<file path="src/rtl/sccb_cfg_sequencer_if.sv">
// Bus between the camera init sequencer, its init ROM and the byte-level SCCB master.
// The master modport is the sequencer's view; the slave modport is the ROM/master side.
interface sccb_cfg_sequencer_if #(
  parameter int ROM_AW = 8
);
  logic              cfg_start;
  logic [ROM_AW-1:0] rom_addr;
  logic [15:0]       rom_data;
  logic              m_start;
  logic              m_stop;
  logic [7:0]        m_wr_data;
  logic [1:0]        m_ack;
  logic [3:0]        m_state;
  logic              cfg_busy;
  logic              cfg_done;
  logic              cfg_error;
  logic [7:0]        err_count;

  modport master (
    input  cfg_start, rom_data, m_ack, m_state,
    output rom_addr, m_start, m_stop, m_wr_data, cfg_busy, cfg_done, cfg_error, err_count
  );

  modport slave (
    output cfg_start, rom_data, m_ack, m_state,
    input  rom_addr, m_start, m_stop, m_wr_data, cfg_busy, cfg_done, cfg_error, err_count
  );
endinterface

</file>
<file path="src/rtl/sccb_cfg_sequencer.sv">
// Walks a camera register-init table and issues one 3-byte SCCB write per entry.
// Optional macro SCCB_CFG_RETRY_EN: re-send a NACKed entry up to MAX_RETRY times.
module sccb_cfg_sequencer #(
  parameter int          CLK_HZ        = 100_000_000,
  parameter logic [7:0]  DEV_ADDR      = 8'h42,
  parameter int          ROM_AW        = 8,
  parameter int          INIT_DELAY_MS = 10,
  parameter logic [15:0] END_WORD      = 16'hFFFF,
  parameter logic [7:0]  DELAY_REG     = 8'hFE,
  parameter int          MAX_RETRY     = 3
) (
  input  logic                 clk,
  input  logic                 rst_n,
  sccb_cfg_sequencer_if.master bus
);

  localparam int TICK_DIV = CLK_HZ / 1000;
  localparam int TW       = (TICK_DIV > 1) ? $clog2(TICK_DIV) : 1;
`ifdef SCCB_CFG_RETRY_EN
  localparam int RETRY_LIM = MAX_RETRY;
`else
  localparam int RETRY_LIM = 0 * MAX_RETRY;  // retries disabled
`endif

  typedef enum logic [3:0] {
    S_IDLE, S_PWR, S_FETCH, S_LATCH, S_DECODE, S_DELAY,
    S_TX_DEV, S_TX_REG, S_TX_VAL, S_TX_END, S_NEXT, S_DONE
  } state_t;

  state_t            state, nxt;
  logic [TW-1:0]     tick_cnt;
  logic [15:0]       ms_cnt, ms_target;
  logic [15:0]       entry;
  logic [ROM_AW-1:0] rom_addr;
  logic [7:0]        m_wr_data, err_count, retry_cnt;
  logic              m_start, m_stop, cfg_busy, cfg_done, cfg_error;
  logic              started, val_acked, nack;
  logic              tick, ms_done, last, retry, ack_tick, m_idle;

  assign tick      = (tick_cnt == TW'(TICK_DIV - 1));
  assign ms_target = (state == S_PWR) ? 16'(INIT_DELAY_MS) : {8'h00, entry[7:0]};
  assign ms_done   = (ms_cnt >= ms_target);
  assign last      = &rom_addr;
  assign retry     = nack && (retry_cnt < 8'(RETRY_LIM));
  assign ack_tick  = bus.m_ack[1];
  assign m_idle    = (bus.m_state == 4'd0);

  always_ff @(posedge clk or negedge rst_n)
    if (!rst_n) state <= S_IDLE;
    else        state <= nxt;

  always_comb begin
    nxt = state;
    case (state)
      S_IDLE:   if (bus.cfg_start) nxt = S_PWR;
      S_PWR:    if (ms_done) nxt = S_FETCH;
      S_FETCH:  nxt = S_LATCH;
      S_LATCH:  nxt = S_DECODE;
      S_DECODE: if (entry == END_WORD)          nxt = S_DONE;
                else if (entry[15:8] == DELAY_REG) nxt = S_DELAY;
                else                            nxt = S_TX_DEV;
      S_DELAY:  if (ms_done) nxt = last ? S_DONE : S_FETCH;
      S_TX_DEV: if (started && !m_idle) nxt = S_TX_REG;
      S_TX_REG: if (ack_tick) nxt = S_TX_VAL;
      S_TX_VAL: if (ack_tick) nxt = S_TX_END;
      S_TX_END: if (val_acked && m_idle) nxt = S_NEXT;
      S_NEXT:   if (retry) nxt = S_TX_DEV;
                else       nxt = last ? S_DONE : S_FETCH;
      S_DONE:   nxt = S_IDLE;
      default:  nxt = S_IDLE;
    endcase
  end

  // Millisecond timer; cleared outside the waiting states so every wait restarts fresh
  always_ff @(posedge clk or negedge rst_n)
    if (!rst_n) begin
      tick_cnt <= '0;
      ms_cnt   <= '0;
    end else if (state == S_PWR || state == S_DELAY) begin
      if (tick) begin
        tick_cnt <= '0;
        ms_cnt   <= ms_cnt + 16'd1;
      end else begin
        tick_cnt <= tick_cnt + TW'(1);
      end
    end else begin
      tick_cnt <= '0;
      ms_cnt   <= '0;
    end

  always_ff @(posedge clk or negedge rst_n)
    if (!rst_n) begin
      rom_addr  <= '0;
      entry     <= '0;
      m_wr_data <= '0;
      m_start   <= 1'b0;
      m_stop    <= 1'b0;
      cfg_busy  <= 1'b0;
      cfg_done  <= 1'b0;
      cfg_error <= 1'b0;
      err_count <= '0;
      retry_cnt <= '0;
      started   <= 1'b0;
      val_acked <= 1'b0;
      nack      <= 1'b0;
    end else begin
      m_start  <= 1'b0;
      cfg_done <= 1'b0;
      case (state)
        S_IDLE: if (bus.cfg_start) begin
          rom_addr  <= '0;
          err_count <= '0;
          cfg_error <= 1'b0;
          cfg_busy  <= 1'b1;
          nack      <= 1'b0;
          retry_cnt <= '0;
        end
        S_LATCH: entry <= bus.rom_data;
        S_DELAY: if (ms_done && !last) rom_addr <= rom_addr + ROM_AW'(1);
        S_TX_DEV: begin
          val_acked <= 1'b0;
          if (!started) begin
            m_wr_data <= DEV_ADDR;
            if (m_idle) begin
              m_start <= 1'b1;
              started <= 1'b1;
            end
          end else if (!m_idle) begin
            // master holds byte 0; preload the register byte before its ack tick
            m_wr_data <= entry[15:8];
            started   <= 1'b0;
          end
        end
        S_TX_REG: if (ack_tick) begin
          if (!bus.m_ack[0]) nack <= 1'b1;
          m_wr_data <= entry[7:0];
        end
        S_TX_VAL: if (ack_tick) begin
          if (!bus.m_ack[0]) nack <= 1'b1;
          m_stop <= 1'b1;
        end
        S_TX_END: begin
          if (ack_tick && !val_acked) begin
            val_acked <= 1'b1;
            if (!bus.m_ack[0]) nack <= 1'b1;
          end
          if (val_acked && m_idle) m_stop <= 1'b0;
        end
        S_NEXT: begin
          nack <= 1'b0;
          if (retry) begin
            retry_cnt <= retry_cnt + 8'd1;
          end else begin
            retry_cnt <= '0;
            if (nack) begin
              cfg_error <= 1'b1;
              if (err_count != 8'hFF) err_count <= err_count + 8'd1;
            end
            if (!last) rom_addr <= rom_addr + ROM_AW'(1);
          end
        end
        S_DONE: begin
          cfg_done <= 1'b1;
          cfg_busy <= 1'b0;
        end
        default: ;
      endcase
    end

  assign bus.rom_addr  = rom_addr;
  assign bus.m_start   = m_start;
  assign bus.m_stop    = m_stop;
  assign bus.m_wr_data = m_wr_data;
  assign bus.cfg_busy  = cfg_busy;
  assign bus.cfg_done  = cfg_done;
  assign bus.cfg_error = cfg_error;
  assign bus.err_count = err_count;

endmodule
</file>
<file path="src/flat_wrapper.sv">
// flat-port wrapper written by rule: the top's interface ports become plain ports
module sccb_cfg_sequencer_flat 
#(
  parameter int          CLK_HZ        = 100_000_000,
  parameter logic [7:0]  DEV_ADDR      = 8'h42,
  parameter int          ROM_AW        = 8,
  parameter int          INIT_DELAY_MS = 10,
  parameter logic [15:0] END_WORD      = 16'hFFFF,
  parameter logic [7:0]  DELAY_REG     = 8'hFE,
  parameter int          MAX_RETRY     = 3
)
  (clk, rst_n, bus_cfg_start, bus_rom_data, bus_m_ack, bus_m_state, bus_rom_addr, bus_m_start, bus_m_stop, bus_m_wr_data, bus_cfg_busy, bus_cfg_done, bus_cfg_error, bus_err_count);
  sccb_cfg_sequencer_if #(.ROM_AW(ROM_AW)) bus_i ();
  input  logic clk;
  input  logic rst_n;
  input wire logic [$bits(bus_i.cfg_start)-1:0] bus_cfg_start;
  input wire logic [$bits(bus_i.rom_data)-1:0] bus_rom_data;
  input wire logic [$bits(bus_i.m_ack)-1:0] bus_m_ack;
  input wire logic [$bits(bus_i.m_state)-1:0] bus_m_state;
  output wire logic [$bits(bus_i.rom_addr)-1:0] bus_rom_addr;
  output wire logic [$bits(bus_i.m_start)-1:0] bus_m_start;
  output wire logic [$bits(bus_i.m_stop)-1:0] bus_m_stop;
  output wire logic [$bits(bus_i.m_wr_data)-1:0] bus_m_wr_data;
  output wire logic [$bits(bus_i.cfg_busy)-1:0] bus_cfg_busy;
  output wire logic [$bits(bus_i.cfg_done)-1:0] bus_cfg_done;
  output wire logic [$bits(bus_i.cfg_error)-1:0] bus_cfg_error;
  output wire logic [$bits(bus_i.err_count)-1:0] bus_err_count;
  assign bus_i.cfg_start = bus_cfg_start;
  assign bus_i.rom_data = bus_rom_data;
  assign bus_i.m_ack = bus_m_ack;
  assign bus_i.m_state = bus_m_state;
  assign bus_rom_addr = bus_i.rom_addr;
  assign bus_m_start = bus_i.m_start;
  assign bus_m_stop = bus_i.m_stop;
  assign bus_m_wr_data = bus_i.m_wr_data;
  assign bus_cfg_busy = bus_i.cfg_busy;
  assign bus_cfg_done = bus_i.cfg_done;
  assign bus_cfg_error = bus_i.cfg_error;
  assign bus_err_count = bus_i.err_count;
  sccb_cfg_sequencer #(.CLK_HZ(CLK_HZ), .DEV_ADDR(DEV_ADDR), .ROM_AW(ROM_AW), .INIT_DELAY_MS(INIT_DELAY_MS), .END_WORD(END_WORD), .DELAY_REG(DELAY_REG), .MAX_RETRY(MAX_RETRY)) u_core (.clk(clk), .rst_n(rst_n), .bus(bus_i));
endmodule
</file>
<file path="config.mk">
export PLATFORM = sky130hd
export DESIGN_NAME = sccb_cfg_sequencer_flat
export DESIGN_NICKNAME = d
export VERILOG_FILES = /design/src/rtl/sccb_cfg_sequencer_if.sv /design/src/rtl/sccb_cfg_sequencer.sv /design/src/flat_wrapper.sv
export SDC_FILE = /design/constraint.sdc
export NUM_CORES = 1
export LEC_CHECK = 0
export ABC_CLOCK_PERIOD_IN_PS = 3300
export CAP_MARGIN = 20
export CORE_ASPECT_RATIO = 1.1
export CORE_MARGIN = 4
export CORE_UTILIZATION = 56
export DETAILED_ROUTE_END_ITERATION = 7
export GPL_ROUTABILITY_DRIVEN = 1
export PLACE_DENSITY_LB_ADDON = 0.2
export SLEW_MARGIN = 20
export SYNTH_ARGS = -nofsm -noshare
export SYNTH_HDL_FRONTEND = slang
export SYNTH_SLANG_ARGS = --single-unit
export TNS_END_PERCENT = 30
</file>
<file path="constraint.sdc">
create_clock -name clk -period 3.3 [get_ports clk]
set_input_delay 0.66 -clock clk [delete_from_list [all_inputs] [get_ports clk]]
set_output_delay 0.66 -clock clk [all_outputs]
set_load 0.05 [all_outputs]
</file>
After elaboration in Yosys (flattened, before gate mapping) --
Index checks and enable logic that the tools add are counted.
Storage, ports and cells: flip-flop bits (word level) 93, bits of input ports 25, output and inout port bits 29
Cells by class: add/subtract/negate cells 5, order comparisons 2, eq/ne operators 31, muxes and demuxes 51, reduce and logical (&&, ||, !) cells 30
Operators with widths (count):
- 2-to-1 mux 8 bit | 12
- one-hot mux 8 bit (2 select lines) | 3
- one-hot mux 4 bit (11 select lines) | 1
- 2-to-1 mux 4 bit | 10
- 2-to-1 mux 17 bit | 2
- 2-to-1 mux 16 bit | 2
- adder 8 x 1 -> 8 bit (second input constant) | 3
- one-hot mux 8 bit (3 select lines) | 1
- != test 2 x 1 -> 1 bit (second input constant) | 9
- adder 17 x 1 -> 17 bit (second input constant) | 1
- == test 17 bit (second input constant) | 1
- adder 16 x 1 -> 16 bit (second input constant) | 1
- == test 16 bit (second input constant) | 1
- == test 4 x 3 -> 1 bit (second input constant) | 4
- == test 4 bit (second input constant) | 4
- greater-or-equal comparator 16 bit | 1
- 2-to-1 mux 1 bit | 14
- != test 2 bit (second input constant) | 6
- AND reduction 5 bit | 2
- nonzero test 2 bit | 5
- == test 4 x 2 -> 1 bit (second input constant) | 2
- == test 8 bit (second input constant) | 1
- logical NOT 4 bit | 2
- less-than comparator 8 x 1 -> 1 bit (second input constant) | 1
- other kinds (17) | 30

Longest topological paths before layout --
word-level depth 6, gate-level depth with buffers 13

Worst setup path after synthesis --
No wires, ideal clock.
kind register -> register, start point reg u_core.state[1], end point reg u_core.rom_addr[7], in the netlist u_core.bus.rom_addr[7], arrival time 2.515 ns, required time 3.164 ns, path slack 0.649 ns, stages on the path, launching flop included 14, path buffers 2, clock period less this slack 2.651 ns, cells stage by stage dfrtp_1 > nand2b_1 > or2_2 > clkbuf_1 > nor2_1 > nor2_1 > ha_1 > nor2b_1 > o211ai_1 > a21oi_1 > nor3_1 > buf_2 > o41ai_1 > a21oi_1
Between the ends: longest elaborated chain between the ends 6, elaborated cells on any way between the ends 14, those cells by class order compare: 1; eq/ne: 7; mux: 2; reduce/logical: 4
RTL lines:
- start, declared | RTL line sccb_cfg_sequencer.sv:30 | state_t state, nxt;
- start signal, assigned | RTL line sccb_cfg_sequencer.sv:50 | else state <= nxt;
- == test 4 x 1 -> 1 bit | RTL line sccb_cfg_sequencer.sv:41 | assign ms_target = (state == S_PWR) ? 16'(INIT_DELAY_MS) : {8'h00, entry[7:0]};
- 2-to-1 mux 8 bit | RTL line sccb_cfg_sequencer.sv:41
- greater-or-equal comparator 16 bit | RTL line sccb_cfg_sequencer.sv:42 | assign ms_done = (ms_cnt >= ms_target);
- logical AND 1 bit | RTL line sccb_cfg_sequencer.sv:119 | S_DELAY: if (ms_done && !last) rom_addr <= rom_addr + ROM_AW'(1);
- != test 2 bit (no line)
- AND reduction 5 bit (no line)
- end signal, assigned | RTL line sccb_cfg_sequencer.sv:119
- end signal, assigned | RTL line sccb_cfg_sequencer.sv:159 | if (!last) rom_addr <= rom_addr + ROM_AW'(1);
- end, declared | RTL line sccb_cfg_sequencer.sv:34 | logic [ROM_AW-1:0] rom_addr;
Parallel ways exist; a longest one is shown, timed or not. A chain may end at the register's enable or synchronous reset.

Worst setup path after layout --
Same ends and word-level chain as after synthesis.

==> flow_metrics.env <==
export IMPL_num_vias=3697
export IMPL_syn_nets=518
export IMPL_post_route_period_util=0.883
export IMPL_cts_root_buf="clkbuf_8"
export IMPL_grt_pass1_vias=3503
export IMPL_syn_avg_cell_area_um2=9.40
export IMPL_finalHoldViolCount=0
export IMPL_fp_coreArea_um2=7870
export IMPL_grt_usage=0.208
export IMPL_vias_per_cell=5.74
export IMPL_status="complete, no violations"
export IMPL_dr_pass1_iters=4
export IMPL_diodes=0
export IMPL_ys_ff_latch=85
export IMPL_timing_final_ws_setup_ns=0.386
export IMPL_cts_buffers=9
export IMPL_synth_warnings=0
export IMPL_slew_headroom=0.336
export IMPL_clock_skew_ns=0.00501
export IMPL_grt_met2_usage=0.341
export IMPL_grt_pass1_wl_mm=15.9
export IMPL_drt_iter0_drc=175
export IMPL_antenna_found_initial=0
export IMPL_grtUsageMet3=0.0376
export IMPL_arrival_ns=3.20
export IMPL_final_util=0.682
export IMPL_ctsResizeCount=0
export IMPL_layout_min_cycle_time_ns=2.91
export IMPL_die_width_um=93.7
export IMPL_wl_mm=9.56
export IMPL_path_clk_slew_ns=0.08
export IMPL_dpl_hpwl_mm=6.73
export IMPL_place_congestion=0.841
export IMPL_area_delta_synth_final_pct=18.7
export IMPL_setup_violations=0
export IMPL_synth_commonest_cells="dfrtp_1, nor2_1, nand2_1"
export IMPL_io_buffers=53
export IMPL_synth_edf_count=0
export IMPL_ctsLongestPathBuffers=2
export IMPL_synth_cell_type_count=58
export IMPL_pre_cts_ws_ns=0.437
export IMPL_syn_area_um2=4520
export IMPL_tns_ns=0
export IMPL_hold_class="input port to asynchronous set/reset pin"
export IMPL_drv_slew=0
export IMPL_fp_dieH_um=102
export IMPL_cts_hold_buf=0
export IMPL_met1_usage=0.274
export IMPL_startpoint_type="register"
export IMPL_cts_setup_buffers=0
export IMPL_seq_area_frac_synth=0.470
export IMPL_syn_inst=481
export IMPL_power_density_nw_per_um2=770
export IMPL_start_util=0.575
export IMPL_critPathMaxStageDelay_ns=0.45
export IMPL_path_class="register to register"
export IMPL_grt_max_degree=86
export IMPL_clk_latency_ns=0.36
export IMPL_wl_per_cell_um=14.8
export IMPL_num_io_pins=54
export IMPL_path_max_fanout=19
export IMPL_synth_top_area_frac=0.470
export IMPL_worstPathCellList="nand2b_1, or2_2, nor2_1, nor2_1, ha_1, nor2b_1, o211ai_1, a21oi_1, o31a_1, or4b_1, a21oi_1"
export IMPL_route_detailed_drc=0
export IMPL_cp_end_kind="register"
export IMPL_die_area_um2=9580
export IMPL_vdd_ir_drop_max_v=0.000737
export IMPL_timing_fmax_mhz=343
export IMPL_cap_violations=0
export IMPL_grt_ovfl_total=0
export IMPL_row_count=34
export IMPL_rsz0062_at_grt="false"
export IMPL_slowest_stage="or2_2"
export IMPL_yosysTopAreaCell="dfrtp_1"
export IMPL_drive_gt1_frac=0.106
export IMPL_p_leak_uw=0.00217
export IMPL_gr_max_usage_layer="met2"
export IMPL_cts_tree="yes"
export IMPL_required_ns=3.58
export IMPL_tightest_slew_ns=0.996
export IMPL_async_reset_ff_frac=1.00
export IMPL_h_tree_depth=3
export IMPL_synth_main_ff_cell="dfrtp_1"
export IMPL_clock_sinks=85
export IMPL_synth_most_common_cell="dfrtp_1"
export IMPL_synth_area_leaders="dfrtp_1, nor2_1, nand2_1, xnor2_1, mux2_2"
export IMPL_final_antenna_net_count=0
export IMPL_finalNetCount=568
-- cells by family (layout without fill, tap and decap cells) --
| kind of cell | after synthesis | after routing | synth area share |
|---|---|---|---|
| adders and majority gates | 12 | 12 | 0.0332 |
| buffers and inverters | 29 | 84 | 0.0268 |
| AOI/OAI and AO/OA | 75 | 75 | 0.101 |
| xor gates and xnor gates | 28 | 28 | 0.0542 |
| DFF | 85 | 85 | 0.470 |
| muxes | 18 | 18 | 0.0451 |
| and+or+nand+nor | 234 | 234 | 0.270 |
-- path summary, 6_finish.rpt --
path | startpoint | end | cells past startpoint | slack, ns
hold / removal | rst_n | u_core.tick_cnt[16]$_DFF_PN0_ | 1 | 0.34
setup / recovery | u_core.state[1]$_DFFE_PN0P_ | u_core.bus.rom_addr[7]$_DFFE_PN0P_ | 11 | 0.39
hold reg to reg | u_core.tick_cnt[0]$_DFF_PN0_ | u_core.tick_cnt[0]$_DFF_PN0_ | 1 | 0.49
max in group asynchronous | rst_n | u_core.entry[8]$_DFFE_PN0P_ | 1 | 2.45
setup reg to reg | u_core.state[1]$_DFFE_PN0P_ | u_core.bus.rom_addr[7]$_DFFE_PN0P_ | 11 | 0.39
min in group clk | u_core.tick_cnt[0]$_DFF_PN0_ | u_core.tick_cnt[0]$_DFF_PN0_ | 1 | 0.49
-- state kept, by name, summed over array words and instances, names as in the netlist, 4 cells and up --
signal                flops
u_core.state              4
u_core.bus.m_wr_data      8
u_core.bus.err_count      8
u_core.bus.rom_addr       8
u_core.tick_cnt          17
u_core.entry             16
u_core.ms_cnt            16
-- through the flow --
stage | cells | power, µW | hold slack (ns) | area [µm²]
final | 644 | 4130 | 0.340 | 5370
after detailed placement | 628 | 3320 | 0.485 | 5140
after CTS | 644 | 4150 | 0.496 | 5360
after global placement | 628 | 3260 | 0.476 | 5140
after global routing | 644 | 4390 | 0.385 | 5370
after floorplan | 481 | 2780 | 0.364 | 4520
-- power breakdown --
part / switching (µW) / leakage (µW) / internal, µW
clock network: 378 / 0.000112 / 445
registers: 243 / 0.00111 / 1300
logic: 1110 / 0.000953 / 660
-- final cells by class --
class,count,area [µm²]
inverters,10,37.5
clock buffers,10,138
multi-input cells,367,2270
fillers,626,2500
flip-flops and latches,85,2130
well taps,108,135
repair buffers,58,569
clock inverters,6,86.3
-- worst max-delay path, delay by kind of cell (launching register included) --
family / cells / cell delay (ns)
AO/OA/AOI/OAI: 4 / 0.72
AND/OR/NAND/NOR: 6 / 1.44
flip-flops: 1 / 0.38
adder cells (fa/ha/maj): 1 / 0.29
-- cell usage in the layout, fill, tap and decap left out, types with 16 or more instances in the layout --
master	n
nand3_1	28
a21oi_1	18
dfrtp_1	85
mux2_2	16
o21ai_0	25
nor2_1	70
xnor2_1	21
clkdlybuf4s50_1	52
nor3_1	19
nand2_1	53
-- routing by layer --
metal	routed length [µm]	vias to the layer above
li1	-	1800
met1	4410	1807
met2	4650	78
met3	363	12
met4	138	0
met5	0	-
No activity file was read; power rests on OpenSTA's default activity.
